===== src/rtl/draw_pkg.sv =====
// Shared command encodings, FSM states, screen geometry and origin lookups
// used by the draw scheduler and the game FSM that issues its commands.
package draw_pkg;

    localparam logic [1:0] CMD_CLEAR  = 2'd0;
    localparam logic [1:0] CMD_SCREEN = 2'd1;
    localparam logic [1:0] CMD_SPRITE = 2'd2;

    localparam logic [2:0] ST_IDLE  = 3'd0;
    localparam logic [2:0] ST_LOAD  = 3'd1;
    localparam logic [2:0] ST_SCAN  = 3'd2;
    localparam logic [2:0] ST_DRAIN = 3'd3;
    localparam logic [2:0] ST_DONE  = 3'd4;

    localparam int SCREEN_W = 160;
    localparam int SCREEN_H = 120;
    localparam int SPRITE_W = 40;

    typedef struct packed {
        logic       valid;
        logic [7:0] x;
        logic [6:0] y;
        logic       black;
    } plot_t;

    // Sprite column slots: left group walks leftwards, right group rightwards.
    function automatic logic [7:0] x_origin(input logic [4:0] sel);
        logic [7:0] ox;
        case (sel)
            5'd1:    ox = 8'd36;
            5'd2:    ox = 8'd30;
            5'd3:    ox = 8'd24;
            5'd4:    ox = 8'd18;
            5'd5:    ox = 8'd12;
            5'd6:    ox = 8'd6;
            5'd8:    ox = 8'd90;
            5'd9:    ox = 8'd96;
            5'd10:   ox = 8'd102;
            5'd11:   ox = 8'd108;
            5'd12:   ox = 8'd114;
            5'd13:   ox = 8'd120;
            5'd14:   ox = 8'd84;
            5'd15:   ox = 8'd78;
            5'd16:   ox = 8'd72;
            5'd17:   ox = 8'd66;
            5'd18:   ox = 8'd60;
            5'd19:   ox = 8'd54;
            5'd20:   ox = 8'd48;
            5'd21:   ox = 8'd42;
            default: ox = 8'd0;
        endcase
        return ox;
    endfunction

    function automatic logic [6:0] y_origin(input logic [1:0] sel);
        return (sel == 2'd1) ? 7'd30 : 7'd0;
    endfunction

endpackage


===== src/rtl/draw_plot_pipe.sv =====
// Delay line that keeps x/y/black/plot aligned with the image ROM read data.
// LAT=0 is a straight wire; flush squashes every in-flight entry.
module draw_plot_pipe
    import draw_pkg::*;
#(
    parameter int LAT = 1
) (
    input  logic  clk,
    input  logic  reset,
    input  logic  flush,
    input  plot_t push,
    output plot_t head
);

    if (LAT == 0) begin : g_bypass
        assign head = push;
    end else begin : g_stages
        plot_t stage [LAT];

        always_ff @(posedge clk) begin
            if (reset || flush) begin
                for (int i = 0; i < LAT; i++) stage[i] <= '0;
            end else begin
                stage[0] <= push;
                for (int i = 1; i < LAT; i++) stage[i] <= stage[i-1];
            end
        end

        assign head = stage[LAT-1];
    end

endmodule


===== src/rtl/draw_scheduler.sv =====
// Walks one draw command's pixel rectangle, issuing ROM addresses and
// latency-aligned x/y/plot/black to the colour mux and VGA adapter.
//   state    | meaning
//   IDLE     | ready for a command
//   LOAD     | derive origin and extent from latched fields
//   SCAN     | one ROM address and one pipeline push per cycle
//   DRAIN    | wait ROM_LAT cycles for the last plot to emerge
//   DONE     | one-cycle done pulse
module draw_scheduler #(
    parameter int ROM_LAT  = 1,
    parameter int SCREEN_W = draw_pkg::SCREEN_W,
    parameter int SCREEN_H = draw_pkg::SCREEN_H,
    parameter int SPRITE_W = draw_pkg::SPRITE_W,
    parameter int ADDR_W   = 15
) (
    input  logic              clk,
    input  logic              reset,
    input  logic              cmd_valid,
    output logic              cmd_ready,
    input  logic [1:0]        cmd_type,
    input  logic [6:0]        cmd_mem_sel,
    input  logic [4:0]        cmd_x_sel,
    input  logic [1:0]        cmd_y_sel,
    input  logic              abort,
    output logic [7:0]        x,
    output logic [6:0]        y,
    output logic              plot,
    output logic [ADDR_W-1:0] rom_addr,
    output logic [6:0]        mem_sel,
    output logic              black,
    output logic              busy,
    output logic              done
);
    import draw_pkg::plot_t, draw_pkg::x_origin, draw_pkg::y_origin;
    import draw_pkg::CMD_CLEAR, draw_pkg::CMD_SCREEN;
    import draw_pkg::ST_IDLE, draw_pkg::ST_LOAD, draw_pkg::ST_SCAN;
    import draw_pkg::ST_DRAIN, draw_pkg::ST_DONE;

    localparam logic [7:0] FULL_W_M1   = 8'(SCREEN_W - 1);
    localparam logic [6:0] FULL_H_M1   = 7'(SCREEN_H - 1);
    localparam logic [7:0] SPRITE_W_M1 = 8'(SPRITE_W - 1);
    localparam logic [6:0] SPRITE_H_M1 = 7'(SPRITE_W - 1);
    localparam logic [1:0] DRAIN_LOAD  = 2'((ROM_LAT > 0) ? ROM_LAT - 1 : 0);

    logic [2:0]        state;
    logic [1:0]        type_q;
    logic [4:0]        x_sel_q;
    logic [1:0]        y_sel_q;
    logic [7:0]        ox;
    logic [6:0]        oy;
    logic [7:0]        w_m1;
    logic [6:0]        h_m1;
    logic              black_q;
    logic [7:0]        cx;
    logic [6:0]        cy;
    logic [ADDR_W-1:0] addr;
    logic [1:0]        drain_cnt;
    logic              is_full;
    logic              abort_eff;
    logic              scan_last;
    plot_t             pipe_in;
    plot_t             pipe_out;

    assign is_full   = (type_q == CMD_CLEAR) || (type_q == CMD_SCREEN);
    assign abort_eff = abort && ((state == ST_LOAD) || (state == ST_SCAN) || (state == ST_DRAIN));
    assign scan_last = (state == ST_SCAN) && (cx == w_m1) && (cy == h_m1);

    always_ff @(posedge clk) begin
        if (reset) begin
            state     <= ST_IDLE;
            type_q    <= '0;
            x_sel_q   <= '0;
            y_sel_q   <= '0;
            mem_sel   <= '0;
            ox        <= '0;
            oy        <= '0;
            w_m1      <= '0;
            h_m1      <= '0;
            black_q   <= 1'b0;
            cx        <= '0;
            cy        <= '0;
            addr      <= '0;
            drain_cnt <= '0;
        end else if (abort_eff) begin
            state <= ST_IDLE;
        end else begin
            case (state)
                ST_IDLE: begin
                    if (cmd_valid) begin
                        type_q  <= cmd_type;
                        x_sel_q <= cmd_x_sel;
                        y_sel_q <= cmd_y_sel;
                        mem_sel <= cmd_mem_sel;
                        state   <= ST_LOAD;
                    end
                end
                ST_LOAD: begin
                    ox      <= is_full ? 8'd0 : x_origin(x_sel_q);
                    oy      <= is_full ? 7'd0 : y_origin(y_sel_q);
                    w_m1    <= is_full ? FULL_W_M1 : SPRITE_W_M1;
                    h_m1    <= is_full ? FULL_H_M1 : SPRITE_H_M1;
                    black_q <= (type_q == CMD_CLEAR);
                    cx      <= '0;
                    cy      <= '0;
                    addr    <= '0;
                    state   <= ST_SCAN;
                end
                ST_SCAN: begin
                    // rom_addr runs linearly, which equals cy*W+cx over a row-major scan
                    if (scan_last) begin
                        drain_cnt <= DRAIN_LOAD;
                        state     <= (ROM_LAT == 0) ? ST_DONE : ST_DRAIN;
                    end else begin
                        addr <= addr + ADDR_W'(1);
                        if (cx == w_m1) begin
                            cx <= '0;
                            cy <= cy + 7'd1;
                        end else begin
                            cx <= cx + 8'd1;
                        end
                    end
                end
                ST_DRAIN: begin
                    if (drain_cnt == 2'd0) state <= ST_DONE;
                    else                   drain_cnt <= drain_cnt - 2'd1;
                end
                ST_DONE:  state <= ST_IDLE;
                default:  state <= ST_IDLE;
            endcase
        end
    end

    always_comb begin
        pipe_in = '0;
        if (state == ST_SCAN) begin
            pipe_in.valid = 1'b1;
            pipe_in.x     = ox + cx;
            pipe_in.y     = oy + cy;
            pipe_in.black = black_q;
        end
    end

    draw_plot_pipe #(.LAT(ROM_LAT)) u_pipe (
        .clk   (clk),
        .reset (reset),
        .flush (abort_eff),
        .push  (pipe_in),
        .head  (pipe_out)
    );

    assign x         = pipe_out.x;
    assign y         = pipe_out.y;
    assign plot      = pipe_out.valid;
    assign black     = pipe_out.black;
    assign rom_addr  = addr;
    assign cmd_ready = (state == ST_IDLE);
    assign busy      = (state != ST_IDLE);
    assign done      = (state == ST_DONE);

endmodule


===== config.mk =====
export PLATFORM = sky130hd
export DESIGN_NAME = draw_scheduler
export DESIGN_NICKNAME = d
export VERILOG_FILES = /design/src/rtl/draw_pkg.sv /design/src/rtl/draw_plot_pipe.sv /design/src/rtl/draw_scheduler.sv
export SDC_FILE = /design/constraint.sdc
export NUM_CORES = 1
export LEC_CHECK = 0
export BUFFER_PORTS_ARGS = -buffer_cell sky130_fd_sc_hd__clkbuf_2
export CAP_MARGIN = 25
export CORE_AREA = 2 2 92 94
export CTS_CLUSTER_DIAMETER = 150
export DETAILED_ROUTE_END_ITERATION = 8
export DIE_AREA = 0 0 94 96
export PLACE_DENSITY_LB_ADDON = 0.05
export SYNTH_ARGS = -nofsm -noshare
export SYNTH_HDL_FRONTEND = slang
export SYNTH_HIERARCHICAL = 1
export SYNTH_SLANG_ARGS = --single-unit

===== constraint.sdc =====
create_clock -name clk -period 2.8 [get_ports clk]
set_input_delay 0.28 -clock clk [delete_from_list [all_inputs] [get_ports clk]]
set_output_delay 0.28 -clock clk [all_outputs]
set_load 0.1 [all_outputs]

==> results of run 1 <==
-- sequential cells by signal (all words and copies together), names as in the netlist, 3 cells and up, named ones only --
signal	flops
cy	7
u_pipe/g_stages.stage	17
cx	8
state	3
w_m1	3
rom_addr	15
mem_sel	7
x_sel_q	5
ox	6
-- critical path, cell delays in order, from the launching register on --
cell	delay, ns
dfxtp_1	0.42
or4b_1	0.78
nand2_1	0.15
a21o_1	0.28
ha_1	0.29
o21ai_0	0.12
o211ai_1	0.16
a32oi_1	0.12
o32ai_1	0.14
-- power by group through the flow --
stage	Sequential [mW]	Clock, mW	Combinational [mW]
after CTS	1.27	0.871	0.373
after detailed placement	1.30	0	0.372
final	1.27	0.859	0.379
after global placement	1.30	0	0.365
after global routing	1.28	0.930	0.412
after floorplan	1.34	0	0.243
-- routing by layer --
| metal | track usage (%) | vias to the layer above | wire [um] |
|---|---|---|---|
| met3 | 3.60 | 16 | 337 |
| met1 | 29.0 | 1849 | 4550 |
| li1 | - | 2013 | - |
| met2 | 39.3 | 78 | 4820 |
| met5 | 0 | - | 0 |
| met4 | 9.54 | 0 | 155 |
-- stage by stage --
| step | hold slack [ns] | cells | util [%] | cell area, um^2 |
|---|---|---|---|---|
| finish | 0.126 | 681 | 63.3 | 5100 |
| global route | 0.118 | 681 | 63.3 | 5100 |
| CTS | 0.114 | 680 | 63.1 | 5080 |
| detailed placement | 0.447 | 664 | 60.8 | 4890 |
| global placement | 0.442 | 664 | 60.8 | 4890 |
| floorplan | 0.404 | 518 | - | 4530 |
-- synthesized netlist by cell type, types with 6 or more instances --
cell type | n | area share [%]
a21oi_1 | 58 | 6.4
ha_1 | 22 | 6.1
o31ai_1 | 19 | 3.1
and2_1 | 12 | 1.7
o211ai_1 | 7 | 1.2
inv_1 | 17 | 1.4
nand4_1 | 9 | 1.2
o21ai_0 | 15 | 1.7
nor2_1 | 22 | 1.8
a21o_1 | 8 | 1.3
or4_1 | 18 | 3.0
buf_2 | 7 | 0.77
nand3_1 | 21 | 2.3
or3_1 | 8 | 1.1
nand2_1 | 61 | 5.1
clkbuf_1 | 17 | 1.4
dfxtp_1 | 85 | 38
nor3b_2 | 10 | 2.8
mux2i_1 | 6 | 1.3
and3_1 | 6 | 0.83
xnor2_1 | 6 | 1.2
nor3b_1 | 10 | 1.7
-- cell type report --
class / count / area (um^2) / share of cell area [%]
inverter: 19 / 71.3 / 1.40
timing repair buffer: 74 / 410 / 8.05
clock inverter: 7 / 63.8 / 1.25
multi-input combinational: 382 / 2590 / 50.9
clock buffer: 9 / 124 / 2.43
sequential: 85 / 1700 / 33.4
tap: 105 / 131 / 2.58
-- cells by family after synthesis --
group | count (synthesis) | synth area share [%]
AND/OR/NAND/NOR | 207 | 26.3
AO/OA/AOI/OAI | 137 | 20.4
flip-flops | 85 | 37.6
buffers and inverters | 51 | 5.61
adder cells (fa/ha/maj) | 24 | 6.96
XOR/XNOR | 7 | 1.35
multiplexers | 7 | 1.82
-- worst paths after layout --
check                       from          to  slack, ns  depth (start not counted)
setup / recovery        state[1]    register       0.27                          8
hold / removal    cmd_mem_sel[0]  mem_sel[0]       0.13                          3
setup reg to reg        state[1]    register       0.27                          8
hold reg to reg       mem_sel[6]  mem_sel[6]       0.46                          2
==> impl_metrics.env, run 1 <==
export IMPL_overflow=0
export IMPL_setup_ws_ns=0.265
export IMPL_cp_required_ns=3.08
export IMPL_power_mw=2.51
export IMPL_worstPathMaxFanout=12
export IMPL_switchingPower_uw=808
export IMPL_cts_setup_buffers=0
export IMPL_drtIter0Drc=240
export IMPL_postSynthAreaPerCell_um2=8.74
export IMPL_hold_buffers=0
export IMPL_layout_nets=615
export IMPL_num_vias=3956
export IMPL_ctsResizeCount=0
export IMPL_grt_max_degree=49
export IMPL_yosysSeqAreaShare_pct=37.6
export IMPL_p_clk_share_pct=34.2
export IMPL_track_usage_pct=23.0
export IMPL_status="finished clean"
export IMPL_die_width_um=94
export IMPL_post_route_drc_count=0
export IMPL_htreeDepth=3
export IMPL_core_um2=8050
export IMPL_yosys_warnings=6
export IMPL_dp_hpwl_um=7060
export IMPL_dr_pass1_iters=4
export IMPL_final_common_cell="dfxtp_1"
export IMPL_pre_cts_slack_ns=0.292
export IMPL_ant_nets=0
export IMPL_slew_headroom_pct=63.1
export IMPL_final_cell_mix="dfxtp_1, nand2_1, clkbuf_2"
export IMPL_finClkSkew_ns=0.0173
export IMPL_ioPinCount=62
export IMPL_ys_async_sr_fraction_pct=0
export IMPL_insertion_delay_ns=0.36
export IMPL_min_path_type="in -> reg"
export IMPL_combPwrFrac_pct=15.1
export IMPL_ys_ff_latch=85
export IMPL_tightest_slew_ns=0.553
export IMPL_die_area_um2=9020
export IMPL_layout_drive_gt1_share_pct=20.5
export IMPL_cts_buffer_depth=2
export IMPL_pwr_share_seq_pct=50.7
export IMPL_finalCritPeriodShare_pct=90.5
export IMPL_switching_share_pct=32.2
export IMPL_crit_type="reg -> reg"
export IMPL_p_int_mw=1.70
export IMPL_cts_buffers=9
export IMPL_tns_ns=0
export IMPL_vdd_drop_max_uv=321
export IMPL_synth_main_ff_cell="dfxtp_1"
export IMPL_diodes=0
export IMPL_antenna_found_initial=0
export IMPL_synth_fp_nets=562
export IMPL_io_buffer_count=61
export IMPL_root_buffer="clkbuf_8"
export IMPL_critPathLaunchType="register"
export IMPL_cts_sinks=85
export IMPL_die_h_um=96
export IMPL_netlist_instances=518
export IMPL_max_freq_mhz=394
export IMPL_power_density_nw_per_um2=492
export IMPL_slew_violations=0
export IMPL_rsz0062_at_grt="no"
export IMPL_clk_pin_slew_ns=0.10
export IMPL_final_setup_viol_count=0
export IMPL_hold_viol_final=0
export IMPL_wirelength_um=9860
export IMPL_routed_via_density=5.81
export IMPL_finalCriticalPeriod_ns=2.53
export IMPL_syn2layout_area_growth_pct=12.5
export IMPL_cts_tree="done"
export IMPL_wl_per_cell_um=14.5
export IMPL_n_fill_cell=731
export IMPL_synth_edf_count=0
export IMPL_yosysUniqueCellTypes=63
export IMPL_first_global_vias=3620
export IMPL_netlist_area_um2=4530
export IMPL_grt_pass1_wl_um=16600
export IMPL_gp_congestion=0.874
export IMPL_cap_violations=0
export IMPL_rows=33
export IMPL_initial_utilization_pct=56.3
export IMPL_end_kind="register"
export IMPL_power_leakage_nw=2.06
export IMPL_cp_arrival_ns=2.81
Note: power is estimated with default switching activity, not from simulation.
==> run 2: changes to the inputs <==
--- a/config.mk
+++ b/config.mk
@@ -7,10 +7,11 @@
 export LEC_CHECK = 0
 export BUFFER_PORTS_ARGS = -buffer_cell sky130_fd_sc_hd__clkbuf_2
 export CAP_MARGIN = 25
-export CORE_AREA = 2 2 92 94
+export CORE_AREA = 2 2 90 92
+export CTS_BUF_LIST = sky130_fd_sc_hd__clkbuf_8
 export CTS_CLUSTER_DIAMETER = 150
 export DETAILED_ROUTE_END_ITERATION = 8
-export DIE_AREA = 0 0 94 96
+export DIE_AREA = 0 0 92 94
 export PLACE_DENSITY_LB_ADDON = 0.05
 export SYNTH_ARGS = -nofsm -noshare
 export SYNTH_HDL_FRONTEND = slang
==> run 2 against run 1 <==
Against the previous run:
- sequential power hardly changed
- fmax is 0.51% higher
- global-route usage is 1.3 points higher
- via count is 2.0% higher
- largest power group unchanged
==> impl_metrics.env, run 2 (synthesis results as in run 1) <==
export IMPL_hold_path_startpoint="cmd_mem_sel[5]"
export IMPL_finClkSkew_ns=0.0185
export IMPL_routed_via_density=5.96
export IMPL_wl_per_cell_um=15.2
export IMPL_status="finished clean"
export IMPL_grtUsageMet2_pct=42.3
export IMPL_cts_buffer_depth=2
export IMPL_die_width_um=92
export IMPL_tns_ns=0
export IMPL_tightest_slew_ns=0.917
export IMPL_clk_pin_slew_ns=0.10
export IMPL_hold_viol_final=0
export IMPL_r2r_start="state[1]"
export IMPL_final_cell_mix="dfxtp_1, nand2_1, clkbuf_2"
export IMPL_dr_pass1_iters=5
export IMPL_finalCritPeriodShare_pct=90.1
export IMPL_rows=32
export IMPL_diodes=0
export IMPL_ant_nets=0
export IMPL_final_common_cell="dfxtp_1"
export IMPL_vdd_drop_max_uv=298
export IMPL_antenna_found_initial=0
export IMPL_final_setup_viol_count=0
export IMPL_cts_setup_buffers=0
export IMPL_crit_type="reg -> reg"
export IMPL_cts_sinks=85
export IMPL_layout_nets=614
export IMPL_die_area_um2=8650
export IMPL_finalCriticalPeriod_ns=2.52
export IMPL_worstPathMaxFanout=14
export IMPL_track_usage_pct=24.3
export IMPL_n_fill_cell=653
export IMPL_grt_max_degree=50
export IMPL_crit_chain="or4b_1 -> buf_4 -> mux2i_4 -> nor2_1 -> mux2i_1 -> a221o_1"
export IMPL_slew_headroom_pct=38.8
export IMPL_grt_pass1_wl_um=16900
export IMPL_htreeDepth=3
export IMPL_root_buffer="clkbuf_8"
export IMPL_slowest_delay_ns=0.68
export IMPL_top_register="u_pipe/g_stages.stage"
export IMPL_wirelength_um=10300
export IMPL_crit_path_start="state[1]"
export IMPL_cts_buffers=9
export IMPL_drtIter0Drc=248
export IMPL_rsz0062_at_grt="no"
export IMPL_hold_buffers=0
export IMPL_post_route_drc_count=0
export IMPL_dp_hpwl_um=7230
export IMPL_power_leakage_nw=2.06
export IMPL_max_freq_mhz=396
export IMPL_cap_violations=0
export IMPL_ioPinCount=62
export IMPL_io_buffer_count=61
export IMPL_met1_usage_pct=29.2
export IMPL_grt_busiest_layer="met2"
export IMPL_min_path_type="in -> reg"
export IMPL_num_vias=4036
export IMPL_overflow=0
export IMPL_largest_reg_flops=17
export IMPL_critPathSlowestCell="or4b_1"
export IMPL_power_mw=2.52
export IMPL_die_h_um=94
export IMPL_gp_congestion=0.889
export IMPL_insertion_delay_ns=0.38
export IMPL_cp_arrival_ns=2.79
export IMPL_first_global_vias=3714
export IMPL_core_um2=7610
export IMPL_initial_utilization_pct=59.5
export IMPL_slew_violations=0
export IMPL_critPathLaunchType="register"
export IMPL_layout_drive_gt1_share_pct=20.3
export IMPL_cts_tree="done"
export IMPL_syn2layout_area_growth_pct=12.3
export IMPL_end_kind="register"
export IMPL_met3_usage_pct=3.93
export IMPL_cp_required_ns=3.07
export IMPL_ctsResizeCount=0
export IMPL_power_density_nw_per_um2=495
[run 2: cell types whose count changed in the layout (fill, tap and decap cells not counted), sizes merged]
cell / delta
clkinv: +2
buf: -1
clkinvlp: -1
inv: -1
[run 2: report_power, final]
part	internal (mW)	switching, mW	leakage (nW)
combinational	0.108	0.266	1.27
sequential	1.24	0.0267	0.689
clock	0.350	0.523	0.0970
[run 2: path summary, 6_finish.rpt]
path | end | slack, ns | cells after the start
max | register | 0.28 | 6
min reg2reg | y_sel_q[1] | 0.46 | 2
min | mem_sel[5] | 0.11 | 3
max reg2reg | register | 0.28 | 6
[run 2: layer usage]
metal / up-vias / share of wire (%)
met5: - / 0
met4: 0 / 2.9
met3: 31 / 3.4
met2: 97 / 51
met1: 1908 / 43
li1: 2000 / -
[run 2: through the flow]
step                      hold WS (ns)  cell area, um^2  utilization (%)  instances  setup WS [ns]
after floorplan                  0.404             4530                -        518          0.454
after global routing             0.111             5090             66.9        677         0.0507
after global placement           0.445             4890             64.3        661          0.347
final                            0.114             5090             66.9        677          0.278
after detailed placement         0.445             4890             64.3        661          0.289
after CTS                        0.110             5090             66.9        677          0.267
[run 2: area by class of cell]
cell class	instances	area (um^2)	area share, %
flip-flops and latches	85	1700	33.5
well taps	102	128	2.51
repair buffers	73	395	7.77
inverters	19	71.3	1.40
multi-input cells	382	2590	51.0
clock buffers	9	124	2.44
clock inverters	7	72.6	1.43
[run 2: worst max-delay path, delay by kind of cell, from the launching register on]
| kind | cells | cell delay (ns) |
|---|---|---|
| compound gates | 1 | 0.30 |
| simple gates | 2 | 1.08 |
| buf+inv | 1 | 0.26 |
| flops | 1 | 0.42 |
| mux | 2 | 0.35 |
==> run 3: changes to the inputs <==
--- a/config.mk
+++ b/config.mk
@@ -12,6 +12,7 @@
 export CTS_CLUSTER_DIAMETER = 150
 export DETAILED_ROUTE_END_ITERATION = 8
 export DIE_AREA = 0 0 92 94
+export GPL_TIMING_DRIVEN = 0
 export PLACE_DENSITY_LB_ADDON = 0.05
 export SYNTH_ARGS = -nofsm -noshare
 export SYNTH_HDL_FRONTEND = slang
==> run 3 against run 2 <==
Against the previous run:
- register-to-register slack worse by 0.06 ns
- critical path type unchanged
- power rose by 0.97%
- sequential power hardly changed
- sequential share of layout area shrank 0.54 points
- highest routed layer unchanged
- first-iteration DRC count fell by 8.9%
==> impl_metrics.env, run 3 (synthesis results as in run 1) <==
export IMPL_dp_hpwl_um=7990
export IMPL_dr_pass1_iters=5
export IMPL_power_leakage_nw=2.09
export IMPL_max_freq_mhz=387
export IMPL_antenna_found_initial=0
export IMPL_cts_buffers=9
export IMPL_syn2layout_area_growth_pct=14.1
export IMPL_cp_required_ns=3.04
export IMPL_first_global_vias=3870
export IMPL_rows=32
export IMPL_critPathLaunchType="register"
export IMPL_initial_utilization_pct=59.5
export IMPL_slew_headroom_pct=37.7
export IMPL_rsz0062_at_grt="no"
export IMPL_layout_drive_gt1_share_pct=19.5
export IMPL_htreeDepth=3
export IMPL_finalCritPeriodShare_pct=92.3
export IMPL_final_common_cell="dfxtp_1"
export IMPL_worstPathMaxFanout=10
export IMPL_core_um2=7610
export IMPL_ioPinCount=62
export IMPL_overflow=0
export IMPL_tightest_slew_ns=0.922
export IMPL_track_usage_pct=25.5
export IMPL_cts_buffer_depth=2
export IMPL_final_cell_mix="dfxtp_1, nand2_1, clkbuf_2"
export IMPL_grt_pass1_wl_um=17600
export IMPL_ant_nets=0
export IMPL_status="finished clean"
export IMPL_grt_max_degree=19
export IMPL_post_route_drc_count=0
export IMPL_cts_setup_buffers=0
export IMPL_die_area_um2=8650
export IMPL_stdcell_area_um2=5170
export IMPL_tns_ns=0
export IMPL_end_kind="register"
export IMPL_cts_sinks=85
export IMPL_hold_viol_final=0
export IMPL_power_density_nw_per_um2=492
export IMPL_cap_violations=0
export IMPL_drtIter0Drc=226
export IMPL_cts_tree="done"
export IMPL_routed_via_density=5.96
export IMPL_wl_per_cell_um=15.5
export IMPL_cp_arrival_ns=2.82
export IMPL_io_buffer_count=61
export IMPL_gp_congestion=0.876
export IMPL_root_buffer="clkbuf_8"
export IMPL_num_vias=4156
export IMPL_min_path_type="in -> reg"
export IMPL_vdd_drop_max_uv=297
export IMPL_top_register="u_pipe/g_stages.stage"
export IMPL_layout_nets=634
export IMPL_die_h_um=94
export IMPL_largest_reg_flops=17
export IMPL_insertion_delay_ns=0.37
export IMPL_wirelength_um=10800
export IMPL_clk_pin_slew_ns=0.10
export IMPL_slew_violations=0
export IMPL_diodes=0
export IMPL_placed_area_um2=4960
export IMPL_finalCriticalPeriod_ns=2.58
export IMPL_die_width_um=92
export IMPL_crit_type="reg -> reg"
export IMPL_final_setup_viol_count=0
export IMPL_r2r_slack_ns=0.22
export IMPL_finClkSkew_ns=0.0130
==> run 3: cell types whose count changed in the layout (fill, tap and decap cells not counted), sizes merged <==
cell | before | now
clkbuf | 70 | 88
inv | 22 | 23
buf | 12 | 14
clkinv | 3 | 2
==> run 3: what timing repair did <==
action	in CTS	in global routing
endpoints found under the setup margin	0	1
hold buffers	0	0
gates resized for setup	0	2
==> run 3: final cells by class <==
type                    count  area, um^2
plain buffers              32         185
clock buffers               9         124
well taps                 102         128
multi-input cells         382        2580
flip-flops and latches     85        1700
clock inverters             7        75.1
inverters                  19        71.3
fillers                   676        2440
repair buffers             61         305
==> run 3: layer usage <==
metal | vias to the layer above | wire (um) | GRT usage (%)
met3 | 24 | 536 | 4.33
met1 | 1963 | 4580 | 30.7
met4 | 0 | 249 | 9.33
met5 | - | 0 | 0
li1 | 2037 | - | -
met2 | 132 | 5430 | 45.8
==> run 3: final timing paths <==
kind / end / cells past startpoint / from
worst max-delay path: register / 10 / state[2]
worst min-delay path: type_q[1] / 3 / cmd_type[1]
worst max register to register: register / 10 / state[2]
worst min register to register: mem_sel[5] / 2 / mem_sel[5]
==> run 3: power by group <==
group          internal (mW)  switching, mW  total (mW)
combinational          0.114          0.278       0.392
sequential              1.24         0.0236        1.27
clock                  0.355          0.526       0.881
total                   1.71          0.828        2.54
==> run 3: per-stage QoR <==
step / setup WS (ns) / power (mW) / instances / hold slack (ns) / utilization [%]
4_1_cts: 0.166 / 2.56 / 697 / 0.113 / 67.8
3_3_place_gp: 0.246 / 1.68 / 681 / 0.442 / 65.2
2_1_floorplan: 0.454 / 1.59 / 518 / 0.404 / -
3_5_place_dp: 0.201 / 1.68 / 681 / 0.449 / 65.2
6_report: 0.216 / 2.54 / 697 / 0.125 / 68.0
5_1_grt: 0.0301 / 2.65 / 697 / 0.120 / 68.0
==> run 3: critical path, stage by stage (launching register included) <==
cell and delay (ns):
dfxtp_1 0.31, buf_2 0.16, or4b_1 0.49, buf_2 0.22, nand2_1 0.11, a21oi_1 0.14
ha_1 0.30, o211ai_1 0.19, o211ai_1 0.12, a32oi_1 0.27, o32ai_1 0.13
